[config.mk]
export PLATFORM = sky130hd
export DESIGN_NAME = shift_stream_stage
export DESIGN_NICKNAME = d
export VERILOG_FILES = /design/src/rtl/shift_stream_stage_pkg.sv /design/src/rtl/barrel_shifter.sv /design/src/rtl/shift_stream_stage.sv
export SDC_FILE = /design/constraint.sdc
export NUM_CORES = 1
export LEC_CHECK = 0
export BUFFER_PORTS_ARGS = -buffer_cell sky130_fd_sc_hd__buf_2
export CORE_ASPECT_RATIO = 0.9
export CORE_MARGIN = 2
export CORE_UTILIZATION = 25
export CTS_BUF_LIST = sky130_fd_sc_hd__clkbuf_4 sky130_fd_sc_hd__clkbuf_8 sky130_fd_sc_hd__clkbuf_16
export CTS_CLUSTER_DIAMETER = 120
export DETAILED_ROUTE_END_ITERATION = 12
export PLACE_DENSITY_LB_ADDON = 0.05
export SLEW_MARGIN = 20
export SYNTH_ARGS = -nofsm -noshare
export SYNTH_HDL_FRONTEND = slang
export SYNTH_HIERARCHICAL = 1
export SYNTH_SLANG_ARGS = --single-unit
[constraint.sdc]
create_clock -name clk -period 2.95 [get_ports clk]
set_clock_uncertainty 0.05 [all_clocks]
set_input_delay 0.1475 -clock clk [delete_from_list [all_inputs] [get_ports clk]]
set_output_delay 0.1475 -clock clk [all_outputs]
set_load 0.005 [all_outputs]
[src/rtl/shift_stream_stage_pkg.sv]
// Shared constants and types for the registered barrel-shifter stream stage.
package shift_stream_stage_pkg;

   localparam int unsigned SHIFT_W   = 16;
   localparam int unsigned AMT_W     = 5;
   localparam logic [SHIFT_W-1:0] SAT_VALUE = 16'hFFFF;
   localparam logic DIR_DN = 1'b0;
   localparam logic DIR_UP = 1'b1;

   typedef struct packed {
      logic [SHIFT_W-1:0] data;
      logic [AMT_W-1:0]   amt;
      logic               dir;
   } req_t;

   // Amounts of 16 or more bypass the shifter entirely.
   function automatic logic amt_saturates(logic [AMT_W-1:0] amt);
      return amt[AMT_W-1];
   endfunction

endpackage

[src/rtl/barrel_shifter.sv]
// Combinational 16-bit barrel shifter; vacated bit positions fill with 1.
module barrel_shifter
   import shift_stream_stage_pkg::*;
(
   input  logic [15:0] a,
   input  logic [3:0]  s,
   input  logic        lr,
   output logic [15:0] y
);

   logic [31:0] wide;

   always_comb begin
      wide = '0;
      if (lr == DIR_UP) begin
         wide = {a, 16'hFFFF} << s;
         y    = wide[31:16];
      end else begin
         wide = {16'hFFFF, a} >> s;
         y    = wide[15:0];
      end
   end

endmodule

[src/rtl/shift_stream_stage.sv]
// Two-register valid/ready wrapper around barrel_shifter with saturation and
// a completed-transaction counter.
module shift_stream_stage
   import shift_stream_stage_pkg::*;
#(
   parameter int unsigned W     = SHIFT_W,
   parameter int unsigned CNT_W = 16
) (
   input  logic             clk,
   input  logic             rst_n,
   input  logic             in_valid,
   output logic             in_ready,
   input  logic [W-1:0]     in_data,
   input  logic [4:0]       in_amt,
   input  logic             in_dir,
   output logic             out_valid,
   input  logic             out_ready,
   output logic [W-1:0]     out_data,
   output logic             out_sat,
   output logic [CNT_W-1:0] done_cnt
);

   req_t             s1_q, s1_d;
   logic             s1_valid_q, s1_valid_d;
   logic [W-1:0]     res_q, res_d;
   logic             sat_q, sat_d;
   logic             s2_valid_q, s2_valid_d;
   logic [CNT_W-1:0] cnt_q, cnt_d;

   logic         s2_free;
   logic         s1_load;
   logic         s2_load;
   logic [15:0]  shift_y;

   barrel_shifter u_shifter (
      .a  (s1_q.data),
      .s  (s1_q.amt[3:0]),
      .lr (s1_q.dir),
      .y  (shift_y)
   );

   always_comb begin
      s2_free  = !s2_valid_q || out_ready;
      in_ready = !s1_valid_q || s2_free;
      s1_load  = in_valid && in_ready;
      s2_load  = s1_valid_q && s2_free;

      s1_d       = s1_q;
      s1_valid_d = s1_valid_q;
      if (s1_load) begin
         s1_d       = '{data: in_data, amt: in_amt, dir: in_dir};
         s1_valid_d = 1'b1;
      end else if (s2_load) begin
         s1_valid_d = 1'b0;
      end

      res_d      = res_q;
      sat_d      = sat_q;
      s2_valid_d = s2_valid_q;
      if (s2_load) begin
         sat_d      = amt_saturates(s1_q.amt);
         res_d      = sat_d ? SAT_VALUE : shift_y;
         s2_valid_d = 1'b1;
      end else if (out_ready && s2_valid_q) begin
         s2_valid_d = 1'b0;
      end

      cnt_d = cnt_q;
      if (s2_valid_q && out_ready) begin
         cnt_d = cnt_q + CNT_W'(1);
      end
   end

   always_ff @(posedge clk or negedge rst_n) begin
      if (!rst_n) begin
         s1_q       <= '0;
         s1_valid_q <= 1'b0;
         res_q      <= '0;
         sat_q      <= 1'b0;
         s2_valid_q <= 1'b0;
         cnt_q      <= '0;
      end else begin
         s1_q       <= s1_d;
         s1_valid_q <= s1_valid_d;
         res_q      <= res_d;
         sat_q      <= sat_d;
         s2_valid_q <= s2_valid_d;
         cnt_q      <= cnt_d;
      end
   end

   assign out_valid = s2_valid_q;
   assign out_data  = res_q;
   assign out_sat   = sat_q;
   assign done_cnt  = cnt_q;

endmodule

# Word level (Yosys, flattened, before mapping)
# Cells that the tools add are included.
word_totals:
  latch_bits: 0
  n_memories: 0
  ff_bits: 57
  rom_bits: 0
  out_inout_bits: 35
  ramBits: 0
  inputBits: 26
classes:
  add_sub_neg: 1
  bitwise_logic: 0
  reduce_logical: 9
  magnitude_cmp: 0
  shift: 2
  n_eq_ne: 0
  div_mod_pow: 0
  mux: 6
  n_mul: 0
op_table:
  columns: ["operator", "n"]
  rows:
  - ["two-way mux 16 bit", 2]
  - ["<< shifter 32 x 4 -> 32 bit", 1]
  - ["right shift 32 x 4 -> 16 bit", 1]
  - ["adder 16 x 1 -> 16 bit (second input constant)", 1]
  - ["two-way mux 1 bit", 4]
  - ["nonzero test 2 bit", 2]
  - ["logical AND 1 bit", 3]
  - ["logical NOT 1 bit", 2]
  - ["logical OR 1 bit", 2]

# Depth between registers and ports, before layout
depth:
  ltp_word: 5
  ltp_mapped: 9
  ltp_nobuf: 6

# Hierarchy
# Netlist, hierarchy kept.
by_module_without_submodules:
  columns: ["mod", "cells_per_inst", "area_each_um2", "n_inst"]
  rows:
  - ["shift_stream_stage", 183, 2521.2, 1]
  - ["barrel_shifter", 191, 1724.2, 1]

# Worst setup path before layout
# No wires, ideal clock.
synth_timing:
  kind: "flip-flop to flip-flop"
  from: "register s1_q[2] (netlist name)"
  to: "register res_q[5] (netlist: out_data[5])"
  path_slack_ns: 1.068
  stages_incl_launch_ff: 7
  path_buffers: 1
  arrival_ns: 1.711
  synth_period_minus_slack_ns: 1.882
  setup_time_ns: 0.120
  path_cell_list: "dfrtp_1 buf_6 mux4_2 a2111oi_0 a211oi_1 nor2_1 a21oi_2"
synth_between:
  elab_chain_len: 3
  elab_cells_between_ends: 4
synth_rtl:
  columns: ["element", "line_no", "rtl"]
  rows:
  - ["start, declared", "shift_stream_stage.sv:23", "req_t s1_q, s1_d;"]
  - ["start signal, assigned", "shift_stream_stage.sv:76", "s1_q <= '0;"]
  - ["start signal, assigned", "shift_stream_stage.sv:83", "s1_q <= s1_d;"]
  - ["right shift 32 x 4 -> 16 bit or << shifter 32 x 4 -> 32 bit (tied branches)", "barrel_shifter.sv:19, barrel_shifter.sv:16", null]
  - ["two-way mux 16 bit *", "barrel_shifter.sv:15", "if (lr == DIR_UP) begin"]
  - ["net shift_y[5]", "shift_stream_stage.sv:33", "logic [15:0] shift_y;"]
  - ["two-way mux 16 bit *", "shift_stream_stage.sv:62", "res_d = sat_d ? SAT_VALUE : shift_y;"]
  - ["end signal, assigned", "shift_stream_stage.sv:85", "res_q <= res_d;"]
  - ["end, declared", "shift_stream_stage.sv:25", "logic [W-1:0] res_q, res_d;"]
# The timed path passes the listed nets; every way through them passes the cells marked *.
# A chain may end at the register's enable or synchronous reset.

# Worst setup path after layout
layout_timing:
  from: "register s1_q[2] (netlist name)"
  to: "register res_q[4] (netlist: out_data[4])"
# The elaborated chain is that of the path after synthesis.

==> run_results.csv <==
group,metric,value,unit
outcome,status,"finished, final reports clean",
power,p_seq_share,34.6,%
floorplan,ioPinCount,61,
synth,synth_compound_area_share,12.8,%
drt,vias_per_cell,4.93,
synth,syn-num-nets,401,
layout,stdcell_count,665,
drt,antenna_left,0,
global_route,grt_max_degree,42,
power,p_comb_share,34.7,%
sta,period_share,91.4,%
layout,layout_common_cells,"buf_2 (59), dfrtp_1 (55), nor2_1 (37)",
synth,synth_warnings,6,
clocking,clk-insertion-delay-late,0.33,ns
clocking,clock_path_buffers,2,
drt,vias,3278,
worst_setup_path,path_class,"flip-flop to flip-flop",
power,ir_drop,0.309,mV
synth,yosysSeqAreaShare,33.6,%
drt,drc,0,
placement,port_buffers,60,
clocking,numCtsBuffers,9,
layout,fin_nets,476,
power,power_switching,1.21,mW
worst_setup_path,critPathBufInv,0,
floorplan,dieArea,0.0180,mm2
clocking,cts_resized,0,
synth,postSynth.asyncResetShare,100,%
worst_setup_path,crit_required,3.10,ns
synth,synth_adder_area_share,0.295,%
synth,synth_cell_types,64,
clocking,cts_tree,"built",
clocking,cts_max_level,3,
synth,synth.mux.area_fraction,29.3,%
drt,drt_iter0_drc,219,
floorplan,start_util,25.4,%
sta,fin_crit,2.70,ns
synth,postSynthAreaPerCell,11.4,um2
job,maxCapViolations,0,
placement,place_congestion,0.807,
sta,final_max_slew_viol_count,0,
clocking,cts.sinks,57,
clocking,path_clk_slew,0.05,ns
layout,antenna_cells,0,
placement,hpwl,8680,um
synth,synthSimpleGateAreaFrac,14.4,%
layout,layout_commonest_cell,"buf_2",
power,internal_power,2.26,mW
floorplan,die_x,141,um
global_route,grt_pass1_vias,3167,
worst_setup_path,slowest_stage,"a2111oi_0",
synth,post_synth_main_area_contributors,"dfrtp_1 (34%), mux4_2 (11%), mux2_4 (7.8%)",
sta,max_freq,371,MHz
layout,areaGrowthSynthToFinish,22.7,%
power,swShare,34.9,%
power,leakage,2.20,nW
sta,relSlewSlack,39.6,%
placement,dp_cells,625,
layout,drive_gt1_share,40.3,%
worst_setup_path,arrival,2.85,ns
placement,preCtsSetupSlack,0.301,ns
min_path,hold_path.class,"primary input to flip-flop",
synth,synth-edff-count,0,
synth,yosys_most_used_dff,"dfrtp_1",
sta,rsz0062_at_grt,"no",
clocking,clock-root-buffer,"clkbuf_16",
global_route,groute.usage.overall,14.2,%
synth,netlist.area_leader.share,33.6,%
floorplan,core_area,0.0167,mm2
synth,yosys.area.top_type,"dfrtp_1",
global_route,grt_pass1_wl,19400,um
layout,utilization,31.1,%
floorplan,die_y,128,um
sta,hold_viol,0,
synth,syn_area,0.00425,mm2
sta,finalSetupTns,0,ns
sta,setup_slack,0.255,ns
synth,synth-xor-area-share,3.09,%
sta,worst_slew_pin_slew,0.883,ns
worst_setup_path,worstSetupEndpointType,"flip-flop",
global_route,antenna_found_initial,0,
floorplan,rows,45,
worst_setup_path,critical-path-top-delay-family,"compound AO/OA/AOI/OAI gates",
sta,setup_viol,0,
worst_setup_path,startpoint_type,"flip-flop",
worst_setup_path,worstPathCellList,"mux4_2 -> a2111oi_0 -> a211oi_1 -> nor2_1 -> a21oi_2",
synth,syn_inst,374,
drt,wl_per_cell,18.6,um
power,powerDensity,668,mW/mm2
global_route,grt_overflow,0,
worst_setup_path,max_stage_delay,0.82,ns
worst_setup_path,critPathMaxFanout,22,
synth,synth_top_family_by_area,"multiplexers",
drt,drt-total-wl,12400,um
synth,ys_ff_latch,57,
drt,first_pass_iters,4,
power,p_clk_share,30.8,%
[synthesized netlist by cell type, drive strengths merged (2+ instances only)]
library cell	number
dfrtp	57
nor2	51
mux2	38
mux4	25
buf	23
a21oi	21
nand2	19
nand3	16
mux2i	15
clkbuf	10
xnor2	9
nand2b	8
a211oi	7
o22ai	6
xor2	6
o21ai	5
a22oi	4
inv	4
a2111oi	3
nor2b	3
nor3	3
nor4	3
o211ai	3
o31ai	3
a21o	2
a31oi	2
and2	2
and3	2
nand3b	2
nand4	2
o21a	2
o22a	2
[per-layer routing]
metal | vias up | share of wire (%) | GRT usage (%) | routed length [um]
met5 | - | 0 | 0 | 0
met1 | 1612 | 52 | 21.6 | 6390
met4 | 0 | 2.0 | 5.24 | 251
met2 | 103 | 42 | 19.4 | 5160
li1 | 1547 | - | - | -
met3 | 16 | 4.7 | 3.11 | 583
[final cells by class]
type | count | area (um2)
Fill cell | 1716 | 11500
Clock buffer | 13 | 262
Inverter | 5 | 18.8
Multi-Input combinational cell | 279 | 2540
Timing Repair Buffer | 97 | 653
Tap cell | 211 | 264
Sequential cell | 57 | 1430
Clock inverter | 3 | 40.0
[tightest hold or removal path, delay by kind of cell]
family                 cells  cell delay, ns
AND/OR/NAND/NOR            1            0.10
buffers and inverters      1            0.13
XOR/XNOR                   1            0.07
[final timing paths]
| check | from | endpoint | slack [ns] | cells past startpoint |
|---|---|---|---|---|
| hold reg to reg | done_cnt[15] | done_cnt[15] | 0.42 | 1 |
| max in group asynchronous | rst_n | out_data[8] | 1.89 | 3 |
| hold / removal | out_ready | done_cnt[0] | 0.11 | 3 |
| min in group asynchronous | rst_n | done_cnt[9] | 0.30 | 2 |
| setup reg to reg | s1_q[2] | out_data[4] | 0.25 | 5 |
| setup / recovery | s1_q[2] | out_data[4] | 0.25 | 5 |
[power groups by stage]
stage	Clock [mW]	Combinational [mW]	Sequential (mW)
finish	1.07	1.20	1.20
global route	1.14	1.31	1.24
CTS	1.10	1.21	1.21
detailed placement	0	1.18	1.22
global placement	0	1.20	1.22
floorplan	0	0.932	1.08
[cells by family (layout without fill, tap and decap cells)]
kind of cell	count (synthesis)	after routing
AOI/OAI and AO/OA	70	70
buffers and inverters	38	118
adders and majority gates	1	1
DFF	57	57
and+or+nand+nor	115	115
muxes	78	78
xor gates and xnor gates	15	15
[through the flow]
step                cell area, um2  power (mW)  hold WS, ns
floorplan                     4250        2.02       -0.198
global placement              4660        2.42        0.329
detailed placement            4660        2.40        0.331
CTS                           5200        3.52       0.0962
global route                  5210        3.69        0.122
finish                        5210        3.48        0.106
[state kept, by name, summed over array words and instances (netlist names)]
signal and count:
s1_q 22, done_cnt 16, s1_valid_q 1, out_sat 1, out_valid 1, out_data 16
[repair_timing]
item | CTS | global route
hold buffers | 24 | 0
buffers inserted | 0 | 0
endpoints found under the hold margin | 44 | 0
No activity file was read; power rests on OpenSTA's default activity.
